[src/rtl/adc_sar_control_pkg.sv]
// Shared constants and state encoding for the SAR ADC conversion controller.
package adc_sar_control_pkg;

  localparam int ADC_W       = 10;
  localparam int ACC_W       = 13;
  localparam int OSR_MAX_EXP = 3;
  localparam int OSR_W       = $clog2(OSR_MAX_EXP + 1);
  localparam int CONV_CYCLES = 2 * ADC_W;

  localparam logic [ADC_W-1:0] ADC_MSB = ADC_W'(1) << (ADC_W - 1);

  typedef enum logic [1:0] {
    S_IDLE    = 2'd0,
    S_SAMPLE  = 2'd1,
    S_CONVERT = 2'd2,
    S_DONE    = 2'd3
  } sar_state_t;

  function automatic logic [3:0] osr_iterations(input logic [OSR_W-1:0] osr);
    return 4'(1) << osr;
  endfunction

endpackage

[src/rtl/adc_sar_osr_accumulator.sv]
// Next-value logic for the oversampling accumulator: clear, add a word, and the averaged shift-out.
module adc_sar_osr_accumulator
  import adc_sar_control_pkg::*;
(
  input  logic [ACC_W-1:0] acc,
  input  logic [ADC_W-1:0] word,
  input  logic             clear,
  input  logic             add,
  input  logic [OSR_W-1:0] osr,
  output logic [ACC_W-1:0] acc_next,
  output logic [ADC_W-1:0] avg
);

  always_comb begin
    acc_next = acc;
    if (clear) begin
      acc_next = '0;
    end else if (add) begin
      acc_next = acc + ACC_W'(word);
    end
  end

  // 2^3 full-scale words fit in 13 bits, so the shifted sum always fits the result width.
  assign avg = ADC_W'(acc_next >> osr);

endmodule

[src/rtl/adc_sar_control.sv]
// SAR ADC conversion sequencer: sample, 10-bit successive approximation, optional averaging.
module adc_sar_control
  import adc_sar_control_pkg::*;
(
  input  logic             clk,
  input  logic             rst_n,
  input  logic             start_conversion_in,
  input  logic             comparator_in,
  input  logic [3:0]       config_sample_cycles_in,
  input  logic [OSR_W-1:0] config_osr_in,
  output logic             sample_out,
  output logic [ADC_W-1:0] data_to_dac_out,
  output logic             conversion_busy_out,
  output logic             conversion_finished_out,
  output logic [ADC_W-1:0] result_out
);

  sar_state_t       state, state_next;
  logic [3:0]       sample_cfg;
  logic [OSR_W-1:0] osr_cfg;
  logic [4:0]       cnt;
  logic [3:0]       iter;
  logic [ADC_W-1:0] trial, trial_decided, bit_mask;
  logic [3:0]       bit_idx;
  logic [ACC_W-1:0] acc, acc_next;
  logic [ADC_W-1:0] avg, result;
  logic             load_cfg, acc_clear, acc_add, result_load;
  logic             sample_end, convert_end;

  assign sample_end    = ({1'b0, sample_cfg} == cnt);
  assign convert_end   = (cnt == 5'(CONV_CYCLES - 1));
  // Two cycles per bit: cnt[4:1] walks the bit index from MSB downward, cnt[0] marks DECIDE.
  assign bit_idx       = 4'(ADC_W - 1) - cnt[4:1];
  assign bit_mask      = ADC_W'(1) << bit_idx;
  assign trial_decided = comparator_in ? trial : (trial & ~bit_mask);
  assign result_out    = result;

  adc_sar_osr_accumulator u_acc (
    .acc      (acc),
    .word     (trial_decided),
    .clear    (acc_clear),
    .add      (acc_add),
    .osr      (osr_cfg),
    .acc_next (acc_next),
    .avg      (avg)
  );

  always_ff @(posedge clk) begin
    if (!rst_n) begin
      state <= S_IDLE;
    end else begin
      state <= state_next;
    end
  end

  always_comb begin
    state_next              = state;
    sample_out              = 1'b0;
    data_to_dac_out         = '0;
    conversion_busy_out     = 1'b1;
    conversion_finished_out = 1'b0;
    load_cfg                = 1'b0;
    acc_clear               = 1'b0;
    acc_add                 = 1'b0;
    result_load             = 1'b0;
    unique case (state)
      S_IDLE: begin
        conversion_busy_out = 1'b0;
        if (start_conversion_in) begin
          state_next = S_SAMPLE;
          load_cfg   = 1'b1;
          acc_clear  = 1'b1;
        end
      end
      S_SAMPLE: begin
        sample_out = 1'b1;
        if (sample_end) begin
          state_next = S_CONVERT;
        end
      end
      S_CONVERT: begin
        data_to_dac_out = trial;
        if (convert_end) begin
          acc_add = 1'b1;
          if (iter + 4'd1 < osr_iterations(osr_cfg)) begin
            state_next = S_SAMPLE;
          end else begin
            state_next  = S_DONE;
            result_load = 1'b1;
          end
        end
      end
      S_DONE: begin
        conversion_finished_out = 1'b1;
        state_next              = S_IDLE;
      end
      default: state_next = S_IDLE;
    endcase
  end

  always_ff @(posedge clk) begin
    if (!rst_n) begin
      sample_cfg <= '0;
      osr_cfg    <= '0;
      cnt        <= '0;
      iter       <= '0;
      trial      <= '0;
      acc        <= '0;
      result     <= '0;
    end else begin
      acc <= acc_next;
      if (load_cfg) begin
        sample_cfg <= config_sample_cycles_in;
        osr_cfg    <= config_osr_in;
      end
      // Loaded on the edge into DONE so the new value is visible during the finished pulse.
      if (result_load) begin
        result <= avg;
      end
      unique case (state)
        S_IDLE: begin
          cnt   <= '0;
          iter  <= '0;
          trial <= '0;
        end
        S_SAMPLE: begin
          if (sample_end) begin
            cnt   <= '0;
            trial <= ADC_MSB;
          end else begin
            cnt <= cnt + 5'd1;
          end
        end
        S_CONVERT: begin
          if (convert_end) begin
            cnt   <= '0;
            iter  <= iter + 4'd1;
            trial <= '0;
          end else begin
            cnt <= cnt + 5'd1;
            if (cnt[0]) begin
              trial <= trial_decided | (bit_mask >> 1);
            end
          end
        end
        default: cnt <= '0;
      endcase
    end
  end

endmodule

[config.mk]
export PLATFORM = sky130hd
export DESIGN_NAME = adc_sar_control
export DESIGN_NICKNAME = d
export VERILOG_FILES = /design/src/rtl/adc_sar_control_pkg.sv /design/src/rtl/adc_sar_osr_accumulator.sv /design/src/rtl/adc_sar_control.sv
export SDC_FILE = /design/constraint.sdc
export NUM_CORES = 1
export LEC_CHECK = 0
export CORE_AREA = 10 10 85 102
export DETAILED_ROUTE_END_ITERATION = 6
export DIE_AREA = 0 0 95 112
export GPL_ROUTABILITY_DRIVEN = 0
export PLACE_DENSITY = 0.7
export REMOVE_ABC_BUFFERS = 1
export SYNTH_ARGS = -nofsm -noshare
export SYNTH_HDL_FRONTEND = slang
export SYNTH_SLANG_ARGS = --single-unit
[constraint.sdc]
create_clock -name clk -period 10.7 [get_ports clk]
set_input_delay 2.14 -clock clk [delete_from_list [all_inputs] [get_ports clk]]
set_output_delay 2.14 -clock clk [all_outputs]
set_load 0.1 [all_outputs]
### After elaboration in Yosys (flattened, before gate mapping)

Index checks and enable logic that the tools add are counted.

* order comparisons: 1
* add/subtract/negate cells: 4
* bitwise gates (word level): 3
* reductions and logical operators: 6
* shift-type cells: 3
* equal/unequal tests: 9
* muxes and demuxes: 28

Operators by type and width (count)
* $mux W10: 5
* $pmux W10 S3: 1
* $mux W13: 2
* $add A13 B10 Y13: 1
* $shr A13 B2 Y10: 1
* $and A10 B10 Y10: 1
* $mux W1: 10
* $mux W5: 2
* $not A10 Y10: 1
* $or A10 B9 Y10: 1
* $pmux W5 S2: 1
* $shl A1 B4 Y10 const A: 1
* $mux W2: 4
* $pmux W2 S4: 1
* $pmux W4 S2: 1
* $ne A2 B2 Y1 const B: 3
* $reduce_and A3 Y1: 2
* $add A5 B1 Y5 const B: 1
* $eq A4 B5 Y1: 1
* $eq A5 B5 Y1 const B: 1
* $add A4 B1 Y4 const B: 1
* $eq A2 B2 Y1 const B: 2
* $lt A4 B4 Y1: 1
* $mux W4: 1
* 8 further kinds: 8

* output and inout port bits: 23
* input port bits: 10
* register bits: 50

### Depth between registers and ports, before layout

Gate-level depths: netlist of the first run.

* word-level depth: 9
* depth in mapped cells: 16
* depth with buffers taken out: 15

### Hierarchy

A second synthesis of the first run with hierarchy kept.

* cells, all modules: 448
* area total of the unflattened synthesis: 3642.2 um^2

Modules (own cells, without submodules)
* adc_sar_control: sequential area each 1001.0 um^2, cells each 284, area an instance 2452.4 um^2, times used 1
* adc_sar_osr_accumulator: sequential area each 0.0 um^2, cells each 164, area an instance 1189.9 um^2, times used 1

### Worst setup path after synthesis of the first run

OpenSTA, ideal clock, no wires.

* path type: input to register
* from: input port comparator_in
* to: register result[8] (netlist: result_out[8])
* stages on the path: 13
* required time: 10.625 ns
* arrival time: 4.776 ns
* path slack: 5.849 ns
* cells stage by stage: clkbuf_1 > nor2_1 > a31oi_1 > ha_1 > inv_1 > fa_1 > nand3b_1 > a211oi_1 > o211ai_1 > o311a_1 > mux2_2 > or3_1 > a31oi_1

* word-level cells in the longest chain between the ends: 5

Ends and longest elaborated chain
* start: declaration: line adc_sar_control.sv:8 `input logic comparator_in,`
* $mux W10: line adc_sar_control.sv:35 `assign trial_decided = comparator_in ? trial : (trial & ~bit_mask);`
* $add A13 B10 Y13: line adc_sar_osr_accumulator.sv:19 `acc_next = acc + ACC_W'(word);`
* $mux W13: line adc_sar_osr_accumulator.sv:18 `end else if (add) begin`
* $mux W13: line adc_sar_osr_accumulator.sv:16 `if (clear) begin`
* $shr A13 B2 Y10: line adc_sar_osr_accumulator.sv:24 `assign avg = ADC_W'(acc_next >> osr);`
* end signal: assignment: line adc_sar_control.sv:118 `result <= avg;`
* end: declaration: line adc_sar_control.sv:26 `logic [ADC_W-1:0] avg, result;`

No other way between the ends.
A chain may end at the register's enable or synchronous reset.

### Worst setup path in the final report of the first run

Same ends and word-level chain as after synthesis.

==> out/qor.csv, run 1 <==
stage;metric;value;unit
synth;Avg Cell Area, Syn;7.630;sq um
sta;fin. max-slew vios;0;
sta;setup_tns;0;ns
route;routed vias/inst;5.760;
die;Initial Util;48.82;%
global_route;overall routing resource usage;15.31;%
synth;post-synthesis simple-gate area fraction;25.67;%
final_layout;# fillers;658;
synth;Synth Flop Type;dfxtp_1;
sta;unrepaired setup endpoints after global routing;no;
sta;period utilization;49.64;%
sta;Slew headroom;33.98;%
synth;post-synthesis compound-gate area fraction;23.83;%
setup_path;CP Data Arrival Time;5.55;ns
synth;area of the mapped netlist;3266;sq um
synth;Synth Area in Adders;9.425;%
final_layout;Area growth syn-to-layout;14.14;%
clocking;worst skew pair latency;0.30;ns
power_and_ir_drop;Clk pwr share;28.3;%
global_route;wire length of the first global-routing pass;13.62;mm
clocking;CTS buffer count;5;
power_and_ir_drop;sw power;182.5;uW
die;chip width;95;um
sta;PnR worst setup slack;5.389;ns
sta;final worst path period need;5.311;ns
synth;YS warnings;0;
clocking;Clock Tree Root;clkbuf_8;
route;routed vias;3070;
sta;clk_skew;0.007119;ns
final_layout;number of diodes;0;
outcome;status;finished clean;
power_and_ir_drop;Power Density;131.8;nW/um^2
synth;post-synthesis cell count;428;
route;DRC viols;0;
synth;Seq/Total Area, Yosys;30.65;%
synth;largest family of logic cells by synthesized area;simple AND/OR/NAND/NOR gates;
power_and_ir_drop;worst ir drop on vdd;72.34;uV
synth;xor-xnor portion of the synthesized cell area;3.487;%
global_route;vias in the first global route;2851;
place;DP HPWL;5.976;mm
route;routed len/inst;15.02;um
final_layout;post-layout util;55.72;%
place;DP Worst Slack;5.100;ns
clocking;deepest clock path buffer count;2;
route;DRT Pass-1 Iters;5;
setup_path;WP data required;10.93;ns
die;core area;6689;sq um
final_layout;layout cells sized above 1;3.587;%
power_and_ir_drop;Power Internal;308.6;uW
final_layout;Nets;480;
route;Final ANT Viol Nets;0;
flow_run;MaxCap Viol Count;0;
power_and_ir_drop;Reg power frac;41.9;%
clocking;CTS Sinks;50;
final_layout;area of the multi-input gates;2113;sq um
clocking;setup repair bufs after CTS;0;
setup_path;crit path capture type;flip-flop;
die;die height;112;um
die;IO Pins;33;
die;FP Rows;33;
place;port bufs;32;
route;Post-Route WL;8.007;mm
worst_hold_path;Hold Crit Class;flip-flop to flip-flop;
die;die area;10640;sq um
power_and_ir_drop;Switching Share;37.16;%
setup_path;CP bufs+invs;2;
global_route;antenna violations before repair;0;
synth;number of flops mapped to enable cells by yosys;0;
power_and_ir_drop;Gate power share;29.8;%
clocking;htree depth;2;
sta;FMAX;188.3;MHz
setup_path;worst-path cell chain;clkdlybuf4s50_1 -> nor2_1 -> a31oi_1 -> ha_1 -> inv_1 -> fa_1 -> nand3b_1 -> a211oi_1 -> o211ai_1 -> o311a_1 -> mux2_2 -> or3_1 -> a31oi_1;
clocking;PostCTS Resize Cnt;0;
setup_path;most used cell along the critical path;a31oi_1;
setup_path;Setup CP Type;input pin to flip-flop;
sta;final setup fails;0;
setup_path;critical path fanouts, max;8;
synth;Post-synth ARST share;0;%
setup_path;Top delay family on crit path;compound AO/OA/AOI/OAI gates;
synth;mux cell area share after synthesis;2.299;%
route;detailed router's first-iteration violation count;232;
power_and_ir_drop;leakage;1.363;nW
final_layout;Reg area;1001;sq um
global_route;total grt overflow;0;
clocking;Worst-path clk slew;0.09;ns
clocking;hold buffer count at cts;0;
synth;Seq cells post-synth;50;
synth;unique cell type count in the Yosys netlist;55;
sta;Final Hold Fails;0;
sta;Least-Margin Pin Slew;0.9873;ns
global_route;largest net degree at the start of global routing;30;
setup_path;crit-path max cell delay;0.63;ns
clocking;CTS tree;done;
setup_path;Setup crit start kind;input pin;
setup_path;critical path's slowest cell;clkdlybuf4s50_1;
cells in the final DEF (no fill, tap or decap), types with 3 or more instances in the layout:
cell and count:
and3_1 5, nor2b_1 4, a21o_1 7, ha_1 23
or3_1 4, a31oi_1 8, nand2_1 60, nor3_1 14
o31a_1 6, clkbuf_8 6, nand2b_1 4, mux2i_1 3
xnor2_1 9, a21oi_1 40, and2_1 14, o211ai_1 8
clkdlybuf4s50_1 32, inv_1 14, mux2_2 4, nand4_1 4
a211oi_1 5, o22ai_1 4, nand3_1 16, dfxtp_1 50
nor2_1 40, clkinv_1 3, nor4_1 4, o21ai_0 14
xor2_1 4
area by class of cell:
class	count	share of cell area (%)
Multi-Input combinational cell	339	56.70
Sequential cell	50	26.85
Timing Repair Buffer	33	8.795
Tap cell	87	2.920
Clock buffer	6	2.216
Inverter	17	1.712
Clock inverter	1	0.8056
flip-flops by register name, summed over array words and instances (netlist names):
name and cells:
iter 4, state 2, osr_cfg 2, trial 10, result_out 10, cnt 5
acc 13, sample_cfg 4
logic make-up (layout without fill, tap and decap cells):
family,Yosys count,after routing
AND/OR/NAND/NOR,178,178
flip-flops,50,50
XOR/XNOR,13,13
buffers and inverters,39,57
adder cells (fa/ha/maj),24,24
AO/OA/AOI/OAI,117,117
multiplexers,7,7
path summary, 6_finish.rpt:
path	start	to	slack (ns)	cells past startpoint
worst max register to register	cnt[2]	result_out[6]	6.37	13
worst min-delay path	sample_cfg[2]	sample_cfg[2]	0.47	2
worst min register to register	sample_cfg[2]	sample_cfg[2]	0.47	2
worst max-delay path	comparator_in	result_out[8]	5.39	13
routing by layer:
metal	share of wire [%]	vias up	global-route usage [%]
li1	-	1571	-
met1	47	1419	19.83
met2	47	73	25.18
met3	5.1	7	2.957
met4	1.1	0	3.800
met5	0	-	0
through the flow:
stage / instance area [sq um] / power [mW] / cells / hold WS (ns)
2_1_floorplan: 3178 / 0.3157 / 406 / 0.4408
3_3_place_gp: 3615 / 0.3550 / 526 / 0.4560
3_5_place_dp: 3615 / 0.3563 / 526 / 0.4570
4_1_cts: 3727 / 0.4957 / 533 / 0.4754
5_1_grt: 3727 / 0.5184 / 533 / 0.5028
6_report: 3727 / 0.4912 / 533 / 0.4721
worst min-delay path, cell delays in order (launching register included):
cell	delay, ns
dfxtp_1	0.33
nand2_1	0.05
a21oi_1	0.05
power by group through the flow:
stage	clock (mW)	combinational (mW)	sequential [mW]
2_1_floorplan	0	0.109	0.207
3_3_place_gp	0	0.146	0.209
3_5_place_dp	0	0.147	0.210
4_1_cts	0.143	0.147	0.205
5_1_grt	0.150	0.161	0.207
6_report	0.139	0.146	0.206
synthesized netlist by cell type, drive strengths merged (2+ instances only):
library cell  number  area [sq um]
nand4              4         25.02
o211ai             8         60.06
nor2b              4         25.02
nand3b             2         15.01
nor3              14         70.07
or4                2         15.01
and3               5         31.28
nor4               4         25.02
nor2              40         150.1
a21oi             42         217.7
a211oi             5         37.54
ha                23         287.8
xor2               4         35.03
a31oi              8         50.05
a21boi             2         15.01
nand3             16         80.08
o21a               2         15.01
o221ai             2         17.52
o22ai              4         25.02
mux2i              3         30.03
or3                4         25.02
buf                6         27.53
o32a               2         20.02
o311ai             2         17.52
inv               14         52.55
o21ai             14         70.07
mux2               4         45.04
dfxtp             50          1001
o31a               6         52.55
o311a              2         20.02
clkinv             3         11.26
a21o               7         52.55
xnor2              9         78.83
clkbuf            16         60.06
nand2             60         225.2
and2              15         93.84
a2111oi            2         17.52
nand2b             4         25.02
Note: power is estimated with default switching activity, not from simulation.
==> inputs of run 2 (changes only) <==
==> constraint.sdc (replaced) <==
create_clock -name clk -period 5.27 [get_ports clk]
set_input_delay 1.054 -clock clk [delete_from_list [all_inputs] [get_ports clk]]
set_output_delay 1.054 -clock clk [all_outputs]
set_load 0.1 [all_outputs]
==> run 2 against run 1 <==
Register-to-register slack worse by 5.4 ns. Clock skew down 0.0016 ns. Die area unchanged. Worst setup slack worse by 4.5 ns. Power up 98%. Critical path depth up 1. Core utilization up 0.11 points. First-iteration DRC count down 34%. Count of clock-buffer cells in the layout up 1. Critical endpoint unchanged. Cell count up 0.56%. Clock power up 81%.
==> out/qor.csv, run 2 (synthesis results as in run 1) <==
stage;metric;value;unit;change
setup_path;Setup crit start kind;flip-flop;;
die;IO Pins;33;;unchanged
clocking;Clock Tree Root;clkbuf_8;;
die;die height;112;um;unchanged
route;routed vias;3065;;-0.16%
setup_path;worst-path cell chain;inv_1 -> ha_1 -> xnor2_1 -> nand2_1 -> o31a_1 -> ha_1 -> or4_1 -> a221oi_2 -> o311a_1 -> nor3_1 -> buf_4 -> mux2_2 -> or3_1 -> a31oi_1;;
sta;Slew headroom;34.52;%;+0.55 points
final_layout;Reg area;1001;sq um;unchanged
setup_path;WP data required;5.50;ns;-5.43 ns
sta;final worst path period need;4.349;ns;
die;die area;10640;sq um;unchanged
setup_path;crit-path max cell delay;0.66;ns;+0.03 ns
worst_hold_path;HP Start;trial[3];;
final_layout;most frequent cells in the layout;60 x nand2_1, 50 x dfxtp_1, 40 x nor2_1, 40 x a21oi_1, 32 x clkdlybuf4s50_1;;
sta;period utilization;82.53;%;
sta;Least-Margin Pin Slew;0.9791;ns;-0.008166 ns
final_layout;# fillers;628;;-4.6%
die;chip width;95;um;unchanged
global_route;largest net degree at the start of global routing;27;;-10%
clocking;hold buffer count at cts;0;;unchanged
clocking;setup repair bufs after CTS;0;;unchanged
global_route;overall routing resource usage;15.40;%;+0.093 points
clocking;deepest clock path buffer count;2;;unchanged
final_layout;largest reg by FF count;acc;;
route;routed vias/inst;5.718;;-0.72%
outcome;status;finished clean;;
setup_path;critical path fanouts, max;13;;+5
clocking;worst skew pair latency;0.31;ns;about the same
global_route;wire length of the first global-routing pass;13.69;mm;+0.51%
sta;setup_tns;0;ns;unchanged
sta;fin. max-slew vios;0;;unchanged
place;DP Area;3630;sq um;+0.42%
die;Initial Util;48.82;%;unchanged
setup_path;Setup CP Type;flip-flop to flip-flop;;
final_layout;max FFs per register;13;;unchanged
power_and_ir_drop;worst ir drop on vdd;143.4;uV;+98%
sta;clk_skew;0.005497;ns;-0.001621 ns
route;Final ANT Viol Nets;0;;unchanged
flow_run;MaxCap Viol Count;0;;unchanged
final_layout;fin area;3735;sq um;+0.20%
power_and_ir_drop;leakage;1.369;nW;+0.45%
route;routed len/inst;15.06;um;+0.26%
setup_path;CP Data Arrival Time;4.58;ns;-0.97 ns
clocking;PostCTS Resize Cnt;0;;unchanged
setup_path;CP bufs+invs;2;;unchanged
route;Post-Route WL;8.073;mm;+0.82%
power_and_ir_drop;Power Density;260.2;nW/um^2;+97%
final_layout;layout cells sized above 1;4.232;%;+0.64 points
setup_path;critical path's slowest cell;dfxtp_1;;
final_layout;area of the multi-input gates;2113;sq um;unchanged
route;DRC viols;0;;unchanged
setup_path;Top delay family on crit path;simple AND/OR/NAND/NOR gates;;
sta;unrepaired setup endpoints after global routing;no;;
sta;Final Hold Fails;0;;unchanged
sta;final setup fails;0;;unchanged
die;FP Rows;33;;unchanged
final_layout;number of diodes;0;;unchanged
clocking;Worst-path clk slew;0.09;ns;about the same
global_route;vias in the first global route;2947;;+3.4%
final_layout;post-layout util;55.84;%;+0.11 points
final_layout;Area growth syn-to-layout;14.37;%;
clocking;CTS tree;done;;
clocking;CTS buffer count;5;;unchanged
sta;FMAX;229.9;MHz;
setup_path;crit path capture type;flip-flop;;
route;DRT Pass-1 Iters;4;;-1
final_layout;commonest non-fill, non-tap cell in the layout;nand2_1;;
global_route;total grt overflow;0;;unchanged
place;port bufs;32;;unchanged
setup_path;most used cell along the critical path;ha_1;;
worst_hold_path;Hold Crit Class;flip-flop to flip-flop;;
global_route;antenna violations before repair;0;;unchanged
clocking;CTS Sinks;50;;unchanged
clocking;htree depth;2;;unchanged
place;DP HPWL;6.111;mm;+2.3%
setup_path;worst reg2reg startpoint;cnt[2];;
final_layout;Nets;482;;+0.42%
route;detailed router's first-iteration violation count;152;;-34%
die;core area;6689;sq um;unchanged
setup_path;Worst Setup SP;cnt[2];;
[run 2: changes by cell type in the layout (fill, tap and decap cells not counted)]
cell	change
buf_4	+2
clkinv_4	+1
bufinv_16	-1
clkbuf_8	+1
[run 2: path summary, 6_finish.rpt]
kind / endpoint / cells past startpoint / slack [ns]
worst min-delay path: trial[3] / 2 / 0.47
worst max-delay path: result_out[8] / 14 / 0.92
worst min register to register: trial[3] / 2 / 0.47
worst max register to register: result_out[8] / 14 / 0.92
[run 2: tightest hold or removal path, delay by kind of cell (launching register included)]
kind | cells | cell delay (ns)
AND/OR/NAND/NOR | 1 | 0.05
flip-flops | 1 | 0.33
AO/OA/AOI/OAI | 1 | 0.05
[run 2: layer usage]
metal	vias to the layer above	GRT usage [%]	routed length [um]
li1	1577	-	-
met1	1412	19.03	3626
met2	68	25.55	3840
met3	8	2.755	479
met4	0	6.000	126
met5	-	0	0
[run 2: through the flow]
step	total power [mW]	setup WS (ns)	hold slack, ns	cells
5_1_grt	1.025	0.6572	0.4879	536
4_1_cts	0.9750	0.9565	0.4684	536
3_5_place_dp	0.7258	0.7720	0.4577	528
6_report	0.9720	0.9208	0.4688	536
3_3_place_gp	0.7219	0.8636	0.4561	528
2_1_floorplan	0.6411	1.562	0.4408	406
[run 2: layout make-up]
cell class | count | share of cell area [%]
clock buffer | 7 | 2.580
multi-input combinational | 339 | 56.58
clock inverter | 1 | 0.2345
inverter | 17 | 1.709
sequential | 50 | 26.80
timing repair buffer | 35 | 9.179
tap | 87 | 2.915
[run 2: power breakdown]
part	internal [mW]	switching, mW
clock network	0.121	0.132
logic	0.0815	0.220
registers	0.394	0.0243
total	0.596	0.376
